--- config.mk ---
export PLATFORM = sky130hd
export DESIGN_NAME = pipeline_hazard_ctrl
export DESIGN_NICKNAME = d
export VERILOG_FILES = /design/src/rtl/pipeline_hazard_ctrl_pkg.sv /design/src/rtl/pipeline_hazard_ctrl_hazard_detect.sv /design/src/rtl/pipeline_hazard_ctrl.sv
export SDC_FILE = /design/constraint.sdc
export NUM_CORES = 1
export LEC_CHECK = 0
export BUFFER_PORTS_ARGS = -buffer_cell sky130_fd_sc_hd__buf_2
export CAP_MARGIN = 15
export CORE_MARGIN = 5
export CORE_UTILIZATION = 44
export DETAILED_ROUTE_END_ITERATION = 10
export GPL_TIMING_DRIVEN = 1
export PLACE_DENSITY = 0.69
export REMOVE_ABC_BUFFERS = 1
export SETUP_SLACK_MARGIN = 0.1
export SLEW_MARGIN = 20
export SYNTH_ARGS = -nofsm -noshare
export SYNTH_HDL_FRONTEND = slang
export SYNTH_SLANG_ARGS = --single-unit
--- constraint.sdc ---
create_clock -name clk -period 2.5 [get_ports clk]
set_input_delay 0 -clock clk [delete_from_list [all_inputs] [get_ports clk]]
set_output_delay 0 -clock clk [all_outputs]
set_load 0.03 [all_outputs]
--- src/rtl/pipeline_hazard_ctrl_pkg.sv ---
// Shared types for the pipeline hazard controller.
// Covers the controller state encoding, register addresses and a generic enable flag.
package pipeline_hazard_ctrl_pkg;

   typedef enum logic [1:0] {
      S_INIT      = 2'd0,
      S_RUN       = 2'd1,
      S_DMEM_WAIT = 2'd2,
      S_IDROP     = 2'd3
   } ctrl_state_t;

   typedef logic [4:0] reg_addr_t;

   typedef enum logic {
      EN_OFF = 1'b0,
      EN_ON  = 1'b1
   } enable_t;

endpackage

--- src/rtl/pipeline_hazard_ctrl_hazard_detect.sv ---
// Load-use detector: flags a load in EX whose non-zero rd feeds a source register read in ID.
module pipeline_hazard_ctrl_hazard_detect
   import pipeline_hazard_ctrl_pkg::*;
(
   input  logic      i_id_uses_rs1,
   input  logic      i_id_uses_rs2,
   input  reg_addr_t i_id_rs1,
   input  reg_addr_t i_id_rs2,
   input  reg_addr_t i_ex_rd,
   input  logic      i_ex_mem_read,
   output enable_t   o_load_use
);

   logic w_rs1_hit;
   logic w_rs2_hit;

   assign w_rs1_hit = i_id_uses_rs1 && (i_id_rs1 == i_ex_rd);
   assign w_rs2_hit = i_id_uses_rs2 && (i_id_rs2 == i_ex_rd);

   // x0 is never a true dependency
   assign o_load_use = (i_ex_mem_read && (i_ex_rd != 5'd0) && (w_rs1_hit || w_rs2_hit))
                       ? EN_ON : EN_OFF;

endmodule

--- src/rtl/pipeline_hazard_ctrl.sv ---
// Stall/flush sequencer for the 5-stage pipeline: reset flush, data-memory wait,
// stale-fetch discard after redirects, plus saturating stall/flush counters.
module pipeline_hazard_ctrl
   import pipeline_hazard_ctrl_pkg::*;
#(
   parameter int INIT_FLUSH_CYCLES = 2,
   parameter int CNT_WIDTH         = 32
)
(
   input  logic                 clk,
   input  logic                 rst_n,
   input  logic [4:0]           id_rs1_i,
   input  logic [4:0]           id_rs2_i,
   input  logic                 id_uses_rs1_i,
   input  logic                 id_uses_rs2_i,
   input  logic [4:0]           ex_rd_i,
   input  logic                 ex_mem_read_i,
   input  logic                 ex_redirect_i,
   input  logic                 imem_ready_i,
   input  logic                 dmem_req_i,
   input  logic                 dmem_ready_i,
   output logic                 pc_we_o,
   output logic                 if2id_stall_o,
   output logic                 if2id_flush_o,
   output logic                 id2ex_stall_o,
   output logic                 id2ex_flush_o,
   output logic                 ex2mem_stall_o,
   output logic                 ex2mem_flush_o,
   output logic                 mem2wb_flush_o,
   output logic [1:0]           state_o,
   output logic [CNT_WIDTH-1:0] stall_cycles_o,
   output logic [CNT_WIDTH-1:0] flush_count_o
);

   localparam logic [3:0] INIT_LAST = 4'(INIT_FLUSH_CYCLES - 1);

   ctrl_state_t          r_state;
   ctrl_state_t          w_state_next;
   logic [3:0]           r_init_cnt;
   logic                 r_drop;
   logic                 w_drop_next;
   logic [CNT_WIDTH-1:0] r_stall_cnt;
   logic [CNT_WIDTH-1:0] r_flush_cnt;
   enable_t              w_load_use;
   logic                 w_dmem_busy;
   logic                 w_redirect_taken;
   logic                 w_stall_event;

   pipeline_hazard_ctrl_hazard_detect u_hazard_detect (
      .i_id_uses_rs1 (id_uses_rs1_i),
      .i_id_uses_rs2 (id_uses_rs2_i),
      .i_id_rs1      (id_rs1_i),
      .i_id_rs2      (id_rs2_i),
      .i_ex_rd       (ex_rd_i),
      .i_ex_mem_read (ex_mem_read_i),
      .o_load_use    (w_load_use)
   );

   assign w_dmem_busy = dmem_req_i && !dmem_ready_i;

   // r_drop survives a data-memory wait so the stale fetch is still discarded afterwards
   always_comb begin
      pc_we_o          = 1'b0;
      if2id_stall_o    = 1'b0;
      if2id_flush_o    = 1'b0;
      id2ex_stall_o    = 1'b0;
      id2ex_flush_o    = 1'b0;
      ex2mem_stall_o   = 1'b0;
      ex2mem_flush_o   = 1'b0;
      mem2wb_flush_o   = 1'b0;
      w_state_next     = r_state;
      w_drop_next      = r_drop;
      w_redirect_taken = 1'b0;

      if (r_state == S_INIT) begin
         if2id_flush_o  = 1'b1;
         id2ex_flush_o  = 1'b1;
         ex2mem_flush_o = 1'b1;
         mem2wb_flush_o = 1'b1;
         w_drop_next    = 1'b0;
         if (r_init_cnt == INIT_LAST) begin
            w_state_next = S_RUN;
         end
      end else if (w_dmem_busy) begin
         if2id_stall_o  = 1'b1;
         id2ex_stall_o  = 1'b1;
         ex2mem_stall_o = 1'b1;
         mem2wb_flush_o = 1'b1;
         w_state_next   = S_DMEM_WAIT;
      end else if (r_drop) begin
         if2id_flush_o = 1'b1;
         if (ex_redirect_i) begin
            pc_we_o          = 1'b1;
            id2ex_flush_o    = 1'b1;
            w_redirect_taken = 1'b1;
            w_state_next     = S_IDROP;
         end else if (imem_ready_i) begin
            pc_we_o      = 1'b1;
            w_drop_next  = 1'b0;
            w_state_next = S_RUN;
         end else begin
            w_state_next = S_IDROP;
         end
      end else begin
         w_state_next = S_RUN;
         if (ex_redirect_i) begin
            pc_we_o          = 1'b1;
            if2id_flush_o    = 1'b1;
            id2ex_flush_o    = 1'b1;
            w_redirect_taken = 1'b1;
            if (!imem_ready_i) begin
               w_drop_next  = 1'b1;
               w_state_next = S_IDROP;
            end
         end else if (w_load_use == EN_ON) begin
            if2id_stall_o = 1'b1;
            id2ex_flush_o = 1'b1;
         end else if (!imem_ready_i) begin
            if2id_flush_o = 1'b1;
         end else begin
            pc_we_o = 1'b1;
         end
      end
   end

   assign w_stall_event = !pc_we_o && ((r_state == S_RUN) || (r_state == S_DMEM_WAIT));

   always_ff @(posedge clk or negedge rst_n) begin
      if (!rst_n) begin
         r_state     <= S_INIT;
         r_init_cnt  <= 4'd0;
         r_drop      <= 1'b0;
         r_stall_cnt <= '0;
         r_flush_cnt <= '0;
      end else begin
         r_state <= w_state_next;
         r_drop  <= w_drop_next;
         if ((r_state == S_INIT) && (r_init_cnt != INIT_LAST)) begin
            r_init_cnt <= r_init_cnt + 4'd1;
         end
         if (w_stall_event && (r_stall_cnt != {CNT_WIDTH{1'b1}})) begin
            r_stall_cnt <= r_stall_cnt + 1'b1;
         end
         if (w_redirect_taken && (r_flush_cnt != {CNT_WIDTH{1'b1}})) begin
            r_flush_cnt <= r_flush_cnt + 1'b1;
         end
      end
   end

   assign state_o        = r_state;
   assign stall_cycles_o = r_stall_cnt;
   assign flush_count_o  = r_flush_cnt;

endmodule
==> impl_metrics.toml, run 1 <==
[outcome]
status = "finished clean"

[timing]
finalSetupViolations = 0
tightest_slew_ps = 760
rsz0062_at_grt = "false"
min_period_ps = 2160
fin_skew_ps = 12.6
slew_headroom = 0.493
finalCritPeriodShare = 0.864
slew_viol_final = 0
setup_ws_ps = 340
max_freq_mhz = 463
hold_viol = 0

[finish]
n_antenna_cell = 0
final_nets = 488
syn_to_final_growth_pct = 24.6
layout-drive-gt1-share = 0.293

[floorplan]
fp.dieW_microns = 100
die_h_microns = 100
fp.dieArea_sq_mm = 0.0100
start_util = 0.458
coreArea_sq_mm = 0.00781
ioPinCount = 98
fp-row-count = 32

[drt]
num_vias = 2892
routed.top_layer = "met4"
wl_met1_mm = 3.49
dr_wl_met3_microns = 470
via_per_inst = 5.11
drc = 0
ant_nets = 0
drt_first_pass_iters = 4
met2RoutedLength_mm = 3.78
drtIter0Drc = 71
wl_mm = 7.91
wl_per_cell_microns = 14.0

[yosys]
ys_warn_count = 0
synthCells = 347
synth_largest_area_cell = "dfrtp_1"
synth_cell_types = 43
synth_area_sq_mm = 0.00358
post_synth_main_area_contributors = "dfrtp_1 50%, xor2_1 9.5%, xnor2_1 8.8%"
synth_top_cell_area_share = 0.497
synth-seq-cells = 71
postSynthAreaPerCell_sq_um = 10.3
ys_seq_area_frac = 0.497

[pwr]
p_leak_uw = 0.00230
total_power_uw = 3070
ir_drop_mv = 0.674
power.density_mw_per_mm2 = 688

[cts]
clock-root-buffer = "clkbuf_8"
clock_latency_ps = 340
cts.sinks = 71
cts_tree = "built"
cts_buffer_depth = 2
clk_pin_slew_ps = 70
htree_levels = 3
numCtsBuffers = 9

[grt]
grt_max_degree = 40
grt_first_pass_wirelength_mm = 13.3
track_usage = 0.164
first_global_vias = 2913
antenna_found_initial = 0
grt_overflow = 0

[critical_path]
start_kind = "flip-flop"
crit_type = "flip-flop to flip-flop"
crit_fanout = 12
cp-end-kind = "flip-flop"
arrival_ps = 2420
cp.required_ps = 2760

[place]
place_ws_ps = 269
numPortBuffers = 97
dpl.hpwl_mm = 6.00
place_congestion = 0.859

[worst_hold_path]
hp-class = "primary input to flip-flop"

[job]
drv_cap = 0
## power by group
part           switching [uW]  internal, uW  leakage [uW]
Combinational             442           258       0.00124
Clock                     401           540      0.000109
Sequential                152          1270      0.000949
## flip-flops by register name, indices dropped and copies added (netlist names)
| name | flops |
|---|---|
| state_o | 2 |
| stall_cycles_o | 32 |
| flush_count_o | 32 |
| r_drop | 1 |
| r_init_cnt | 4 |
## what timing repair did
action | in CTS | in global routing
setup endpoints to repair | 0 | 9
hold buffers | 1 | 0
buffers inserted | 0 | 3
resized for setup | 0 | 1
endpoints found under the hold margin | 32 | 0
## placed cells by master (no fill, tap or decap), drive strengths merged, types with 2 or more instances in the layout
cell | synthesis | layout
a21oi | 7 | 7
and3 | 11 | 11
and4 | 6 | 6
buf | 4 | 105
clkbuf | 1 | 13
clkinv | 0 | 2
dfrtp | 71 | 71
ha | 5 | 5
inv | 5 | 5
mux2 | 3 | 3
nand2 | 35 | 35
nand2b | 5 | 5
nand3 | 25 | 25
nand4 | 12 | 12
nor2 | 32 | 32
nor2b | 3 | 3
nor3 | 16 | 16
nor3b | 3 | 3
nor4 | 6 | 6
nor4b | 2 | 2
o21ai | 3 | 3
o31ai | 2 | 2
or2 | 2 | 2
or3 | 3 | 3
xnor2 | 36 | 36
xor2 | 39 | 39
## cells in the mapped netlist, drive strengths merged
cell / instances
a211o: 1
a21boi: 1
a21oi: 7
and2: 1
and3: 11
and4: 6
buf: 4
clkbuf: 1
dfrtp: 71
ha: 5
inv: 5
mux2: 3
nand2: 35
nand2b: 5
nand3: 25
nand3b: 1
nand4: 12
nand4b: 1
nor2: 32
nor2b: 3
nor3: 16
nor3b: 3
nor4: 6
nor4b: 2
o2111ai: 1
o21ai: 3
o221ai: 1
o22ai: 1
o31ai: 2
o41ai: 1
or2: 2
or3: 3
or4: 1
xnor2: 36
xor2: 39
## layout make-up
cell class                      instances  area [sq um]
Inverter                                5          18.8
Multi-Input combinational cell        266          1760
Clock inverter                          3          40.0
Clock buffer                           13           169
Timing Repair Buffer                  106           568
Sequential cell                        71          1780
Tap cell                              102           128
Fill cell                             727          3350
## routing by layer
metal  GRT usage  vias up
li1            -     1421
met1       0.205     1380
met2       0.269       75
met3      0.0507       16
met4      0.0591        0
met5           0        -
## stage by stage
step	hold slack, ps	util	std cells	cell area (sq um)	setup TNS [ps]
global placement	107	0.539	546	4210	0
global route	248	0.571	566	4460	0
CTS	164	0.567	563	4430	0
floorplan	-296	-	342	3550	-59.0
detailed placement	112	0.539	546	4210	0
finish	178	0.571	566	4460	0
## cell families (layout without fill, tap and decap cells)
| family | Yosys count | after routing | synth area share |
|---|---|---|---|
| AOI/OAI and AO/OA | 18 | 18 | 0.0329 |
| xor gates and xnor gates | 75 | 75 | 0.184 |
| adders and majority gates | 5 | 5 | 0.0175 |
| buffers and inverters | 10 | 127 | 0.0133 |
| DFF | 71 | 71 | 0.497 |
| muxes | 3 | 3 | 0.00944 |
| and+or+nand+nor | 165 | 165 | 0.247 |
## final timing paths
| path | from | end | slack (ps) | cells past startpoint |
|---|---|---|---|---|
| min | dmem_req_i | state_o[0] | 180 | 4 |
| max reg2reg | state_o[1] | stall_cycles_o[22] | 340 | 8 |
| max in group asynchronous | rst_n | stall_cycles_o[2] | 1560 | 3 |
| min reg2reg | r_init_cnt[3] | r_init_cnt[3] | 480 | 1 |
| min in group asynchronous | rst_n | stall_cycles_o[26] | 270 | 2 |
| max | state_o[1] | stall_cycles_o[22] | 340 | 8 |
## worst max-delay path, stage by stage, from the launching register on
cell and delay, ps:
dfrtp_1 370, inv_1 50, ha_1 300, nand2b_1 80, o21ai_0 310, nand3_2 300
buf_4 270, nor3b_1 220, xor2_1 170
Note: power is estimated with default switching activity, not from simulation.
==> inputs of run 2 (changes only) <==
REMOVE_ABC_BUFFERS = unset   (was 1)
==> run 2 against run 1 <==
Net effect: total power increased by 12%; register-to-register slack got worse by 60 ps; flip-flop and latch count unchanged; largest power group unchanged.
==> impl_metrics.toml, run 2 (synthesis gave the netlist of run 1 again) <==
[timing]
slew_headroom = 0.574
tightest_slew_ps = 639
rsz0062_at_grt = "false"
finalSetupViolations = 0
fin_skew_ps = 12.9
slew_viol_final = 0
hold_ws_ps = 160
finalCritPeriodShare = 0.888
fin_tns_setup_ps = 0
min_period_ps = 2220
max_freq_mhz = 450
hold_viol = 0

[cts]
clock-root-buffer = "clkbuf_8"
cts_tree = "built"
clk_pin_slew_ps = 70
clock_latency_ps = 350
cts.sinks = 71
cts_buffer_depth = 2
numCtsBuffers = 9
post_cts_buffers = 0
htree_levels = 3

[grt]
antenna_found_initial = 0
first_global_vias = 2920
grt_overflow = 0
grt_first_pass_wirelength_mm = 13.3
track_usage = 0.163
grt_max_degree = 46

[pwr]
power_switching_uw = 1030
p_leak_uw = 0.00232
power.density_mw_per_mm2 = 760
comb_power_share = 0.201
ir_drop_mv = 0.596
p_seq_frac = 0.417
cellInternalPower_uw = 2390
p_sw_frac = 0.302
clockPowerShare = 0.382

[drt]
routed.top_layer = "met4"
drt_first_pass_iters = 4
num_vias = 2867
wl_met1_mm = 3.56
wl_mm = 7.98
wl_per_cell_microns = 14.2
ant_nets = 0
met2RoutedLength_mm = 3.89
dr_wl_met3_microns = 464
via_per_inst = 5.10
drtIter0Drc = 81
drc = 0

[job]
drv_cap = 0

[critical_path]
cp-end-kind = "flip-flop"
crit_path_max_incr_delay_ps = 420
arrival_ps = 2440
r2r_start = "state_o[0]"
crit_fanout = 14
critPathLaunch = "state_o[0]"
crit_type = "flip-flop to flip-flop"
start_kind = "flip-flop"
cp_cell_sequence = "inv_1 > ha_1 > o31ai_1 > o221ai_1 > nand3_2 > buf_4 > nor3b_1 > xor2_1"
cp.required_ps = 2720
cp_slowest_cell = "o31ai_1"

[outcome]
status = "finished clean"

[place]
dp_cells = 545
place_congestion = 0.801
numPortBuffers = 97
dpl.hpwl_mm = 6.13

[finish]
multi_input_area_sq_mm = 0.00175
fill_cells = 714
layout_commonest_cell = "buf_2"
syn_to_final_growth_pct = 26.0
regArea_sq_mm = 0.00178
fin_util = 0.577
layout-drive-gt1-share = 0.291
n_antenna_cell = 0
final_cell_mix = "97 x buf_2, 69 x dfrtp_1, 39 x xor2_1"
layout.cells.non_filler = 562
final_nets = 484

[yosys]
syn_nets = 376

[floorplan]
ioPinCount = 98
fp.dieW_microns = 100
die_h_microns = 100
coreArea_sq_mm = 0.00781
fp.dieArea_sq_mm = 0.0100
fp-row-count = 32
start_util = 0.458

[worst_hold_path]
hp-class = "primary input to flip-flop"
hp-start = "dmem_req_i"
## run 2: worst paths after layout
path | end | slack [ps] | cells after the start
min in group asynchronous | stall_cycles_o[26] | 210 | 2
max reg2reg | stall_cycles_o[22] | 280 | 8
min reg2reg | r_init_cnt[3] | 490 | 1
min | state_o[0] | 160 | 4
max in group asynchronous | flush_count_o[27] | 1630 | 3
max | stall_cycles_o[22] | 280 | 8
## run 2: layout make-up
cell class / instances / area share
sequential: 71 / 0.395
multi-input combinational: 266 / 0.389
timing repair buffer: 102 / 0.119
clock inverter: 7 / 0.0372
tap: 102 / 0.0283
clock buffer: 9 / 0.0275
inverter: 5 / 0.00416
## run 2: power by group through the flow
stage / combinational, uW / sequential, uW / clock [uW]
5_1_grt: 752 / 1450 / 1390
2_1_floorplan: 296 / 1600 / 0
6_report: 688 / 1430 / 1310
3_5_place_dp: 698 / 1450 / 0
4_1_cts: 700 / 1430 / 1340
3_3_place_gp: 681 / 1440 / 0
## run 2: repair_timing
action                    CTS  global route
gates resized for setup     0             0
hold endpoints to repair   26             0
hold buffers                1             0
## run 2: through the flow
stage	power [uW]	worst slack, ps	instance area [sq um]
3_5_place_dp	2150	276	4210
4_1_cts	3470	272	4510
2_1_floorplan	1890	150	3580
5_1_grt	3590	115	4510
6_report	3430	279	4510
3_3_place_gp	2120	327	4210
## run 2: critical path, delay by kind of cell, from the launching register on
family	cells	cell delay [ps]
AO/OA/AOI/OAI	2	690
buffers and inverters	2	280
flip-flops	1	360
AND/OR/NAND/NOR	2	360
adder cells (fa/ha/maj)	1	260
XOR/XNOR	1	140
## run 2: metal layers
layer  global-route usage  vias to the layer above
li1                     -                     1410
met1                0.206                     1377
met2                0.272                       76
met3               0.0521                        4
met4               0.0394                        0
met5                    0                        -
==> inputs of run 3 (changes only) <==
CELL_PAD_IN_SITES_DETAIL_PLACEMENT = 1   (was unset)
CELL_PAD_IN_SITES_GLOBAL_PLACEMENT = 1   (was unset)
CORE_UTILIZATION = 36   (was 44)
PLACE_DENSITY = 0.76   (was 0.69)
clock period = 1.8 ns   (was 2.5 ns; I/O delays follow)
==> run 3 against run 2 <==
Net effect: largest power group unchanged; clock power rose by 5%; largest cell class is now multi-input gates; clock skew fell by 1.1 ps; core utilization rose by 4.2 points; the flow now finishes with violations (negative setup slack); wire length rose by 74%.
==> impl_metrics.toml, run 3 (synthesis gave the netlist of run 1 again) <==
[critical_path]
rrSetupSlack_ps = -280
arrival_ps = 2340
start_kind = "flip-flop"
critPathLaunch = "state_o[1]"
cp-end-kind = "flip-flop"
cp.required_ps = 2060
r2r_end = "flush_count_o[29]"
crit_type = "flip-flop to flip-flop"
r2r_start = "state_o[1]"
crit_fanout = 3
cp-endpoint = "flush_count_o[29]"
rr_worst_depth = 9

[finish]
n_antenna_cell = 0
layout_commonest_cell = "buf_4"
fill_cells = 1082
final_cell_mix = "114 x buf_4, 92 x buf_2, 56 x dfrtp_1"
multi_input_area_sq_mm = 0.00231
layout.cells.non_filler = 714
fin_area_sq_mm = 0.00602
final_nets = 605
syn_to_final_growth_pct = 68.4
layout-drive-gt1-share = 0.585
regArea_sq_mm = 0.00180

[yosys]
syn_nets = 376

[cts]
clock_latency_ps = 360
htree_levels = 3
clk_pin_slew_ps = 90
cts_buffer_depth = 2
cts_tree = "built"
clock-root-buffer = "clkbuf_8"
numCtsBuffers = 9
cts.sinks = 71

[place]
place_congestion = 0.828
dpl.hpwl_mm = 8.66
numPortBuffers = 97
place_ws_ps = -154
dp_cells = 668
place_area_sq_mm = 0.00508

[timing]
min_period_ps = 2080
setup_ws_ps = -276
hold_viol = 0
max_freq_mhz = 482
hold_ws_ps = 179
finalSetupViolations = 41
slew_headroom = 0.602
slew_viol_final = 0
fin_skew_ps = 11.8
rsz0062_at_grt = "true"
finalCritPeriodShare = 1.15
tightest_slew_ps = 596

[drt]
num_vias = 3587
wl_per_cell_microns = 19.4
dr_wl_met3_microns = 452
wl_met1_mm = 5.44
via_per_inst = 5.02
wl_mm = 13.8
met2RoutedLength_mm = 7.58
ant_nets = 0
drt_first_pass_iters = 4
drc = 0
drtIter0Drc = 96
routed.top_layer = "met4"

[worst_hold_path]
hp-class = "primary input to asynchronous set/reset pin"

[pwr]
clockPowerShare = 0.274
ir_drop_mv = 0.555
comb_power_share = 0.329
power.density_mw_per_mm2 = 826
p_leak_uw = 0.00315
p_sw_frac = 0.352
cellInternalPower_uw = 3230
power_switching_uw = 1750
p_seq_frac = 0.396

[grt]
antenna_found_initial = 0
grt_max_degree = 27
grt_overflow = 0
track_usage = 0.215
first_global_vias = 3922
grt_first_pass_wirelength_mm = 19.8

[floorplan]
coreArea_sq_mm = 0.00973
fp.dieW_microns = 110
start_util = 0.368
ioPinCount = 98
fp.dieArea_sq_mm = 0.0120
die_h_microns = 110
fp-row-count = 36

[outcome]
status = "finished with violations"
failed_checks = "negative setup slack"

[job]
drv_cap = 0
[run 3: cell count changes in the layout (fill, tap and decap cells not counted), moves of 5 or more]
cell,delta
buf_2,-5
buf_4,+111
buf_6,+11
dfrtp_1,-13
dfrtp_2,+13
nand3_1,-12
nand3_2,+7
nand3_4,+5
nor2_1,-10
nor2_4,+7
nor3_1,-8
nor4_1,-6
xnor2_1,-9
xnor2_2,+9
[run 3: critical path: stages, from the launching register on]
cell      delay, ps
dfrtp_2         380
inv_2            50
ha_4            160
nand3b_1        210
or3_4           370
buf_4           150
nor3_4          180
buf_6           140
nand3_4          70
xnor2_2         250
[run 3: stage by stage]
stage | total power [uW] | utilization | setup TNS [ps]
CTS | 4830 | 0.585 | -977
floorplan | 2710 | - | -9330
global route | 5220 | 0.619 | -6550
detailed placement | 3390 | 0.522 | -3080
global placement | 3300 | 0.522 | -822
finish | 4980 | 0.619 | -2550
[run 3: cell type report]
class | instances | area share
clock inverter | 5 | 0.00935
sequential | 71 | 0.298
tap | 133 | 0.0276
timing repair buffer | 223 | 0.253
multi-input combinational | 266 | 0.383
clock buffer | 11 | 0.0251
inverter | 5 | 0.00312
[run 3: power groups by stage]
| stage | Sequential (uW) | Combinational [uW] | Clock, uW |
|---|---|---|---|
| 3_3_place_gp | 1960 | 1340 | 0 |
| 5_1_grt | 2000 | 1750 | 1470 |
| 3_5_place_dp | 1980 | 1410 | 0 |
| 6_report | 1970 | 1640 | 1370 |
| 4_1_cts | 1960 | 1480 | 1380 |
| 2_1_floorplan | 2260 | 450 | 0 |
[run 3: repair_timing]
action                     CTS  global route
gates resized for setup     57            47
pin swaps                   30            19
hold endpoints to repair    21             0
setup buffers               15            19
setup endpoints to repair   62            70
cloned                       0             0
hold buffers                 1             0
[run 3: worst min-delay path by stage]
stage	from	to	slack, ps
2_1_floorplan	rst_n	flush_count_o[0]	-300
3_3_place_gp	rst_n	flush_count_o[2]	30
3_5_place_dp	rst_n	r_init_cnt[2]	40
6_report	rst_n	flush_count_o[31]	180
4_1_cts	dmem_req_i	r_drop	190
5_1_grt	rst_n	flush_count_o[31]	200
[run 3: metal layers]
metal / global-route usage / up-vias
met1: 0.240 / 1825
met2: 0.405 / 81
met5: 0 / -
met3: 0.0452 / 25
li1: - / 1656
met4: 0.0641 / 0
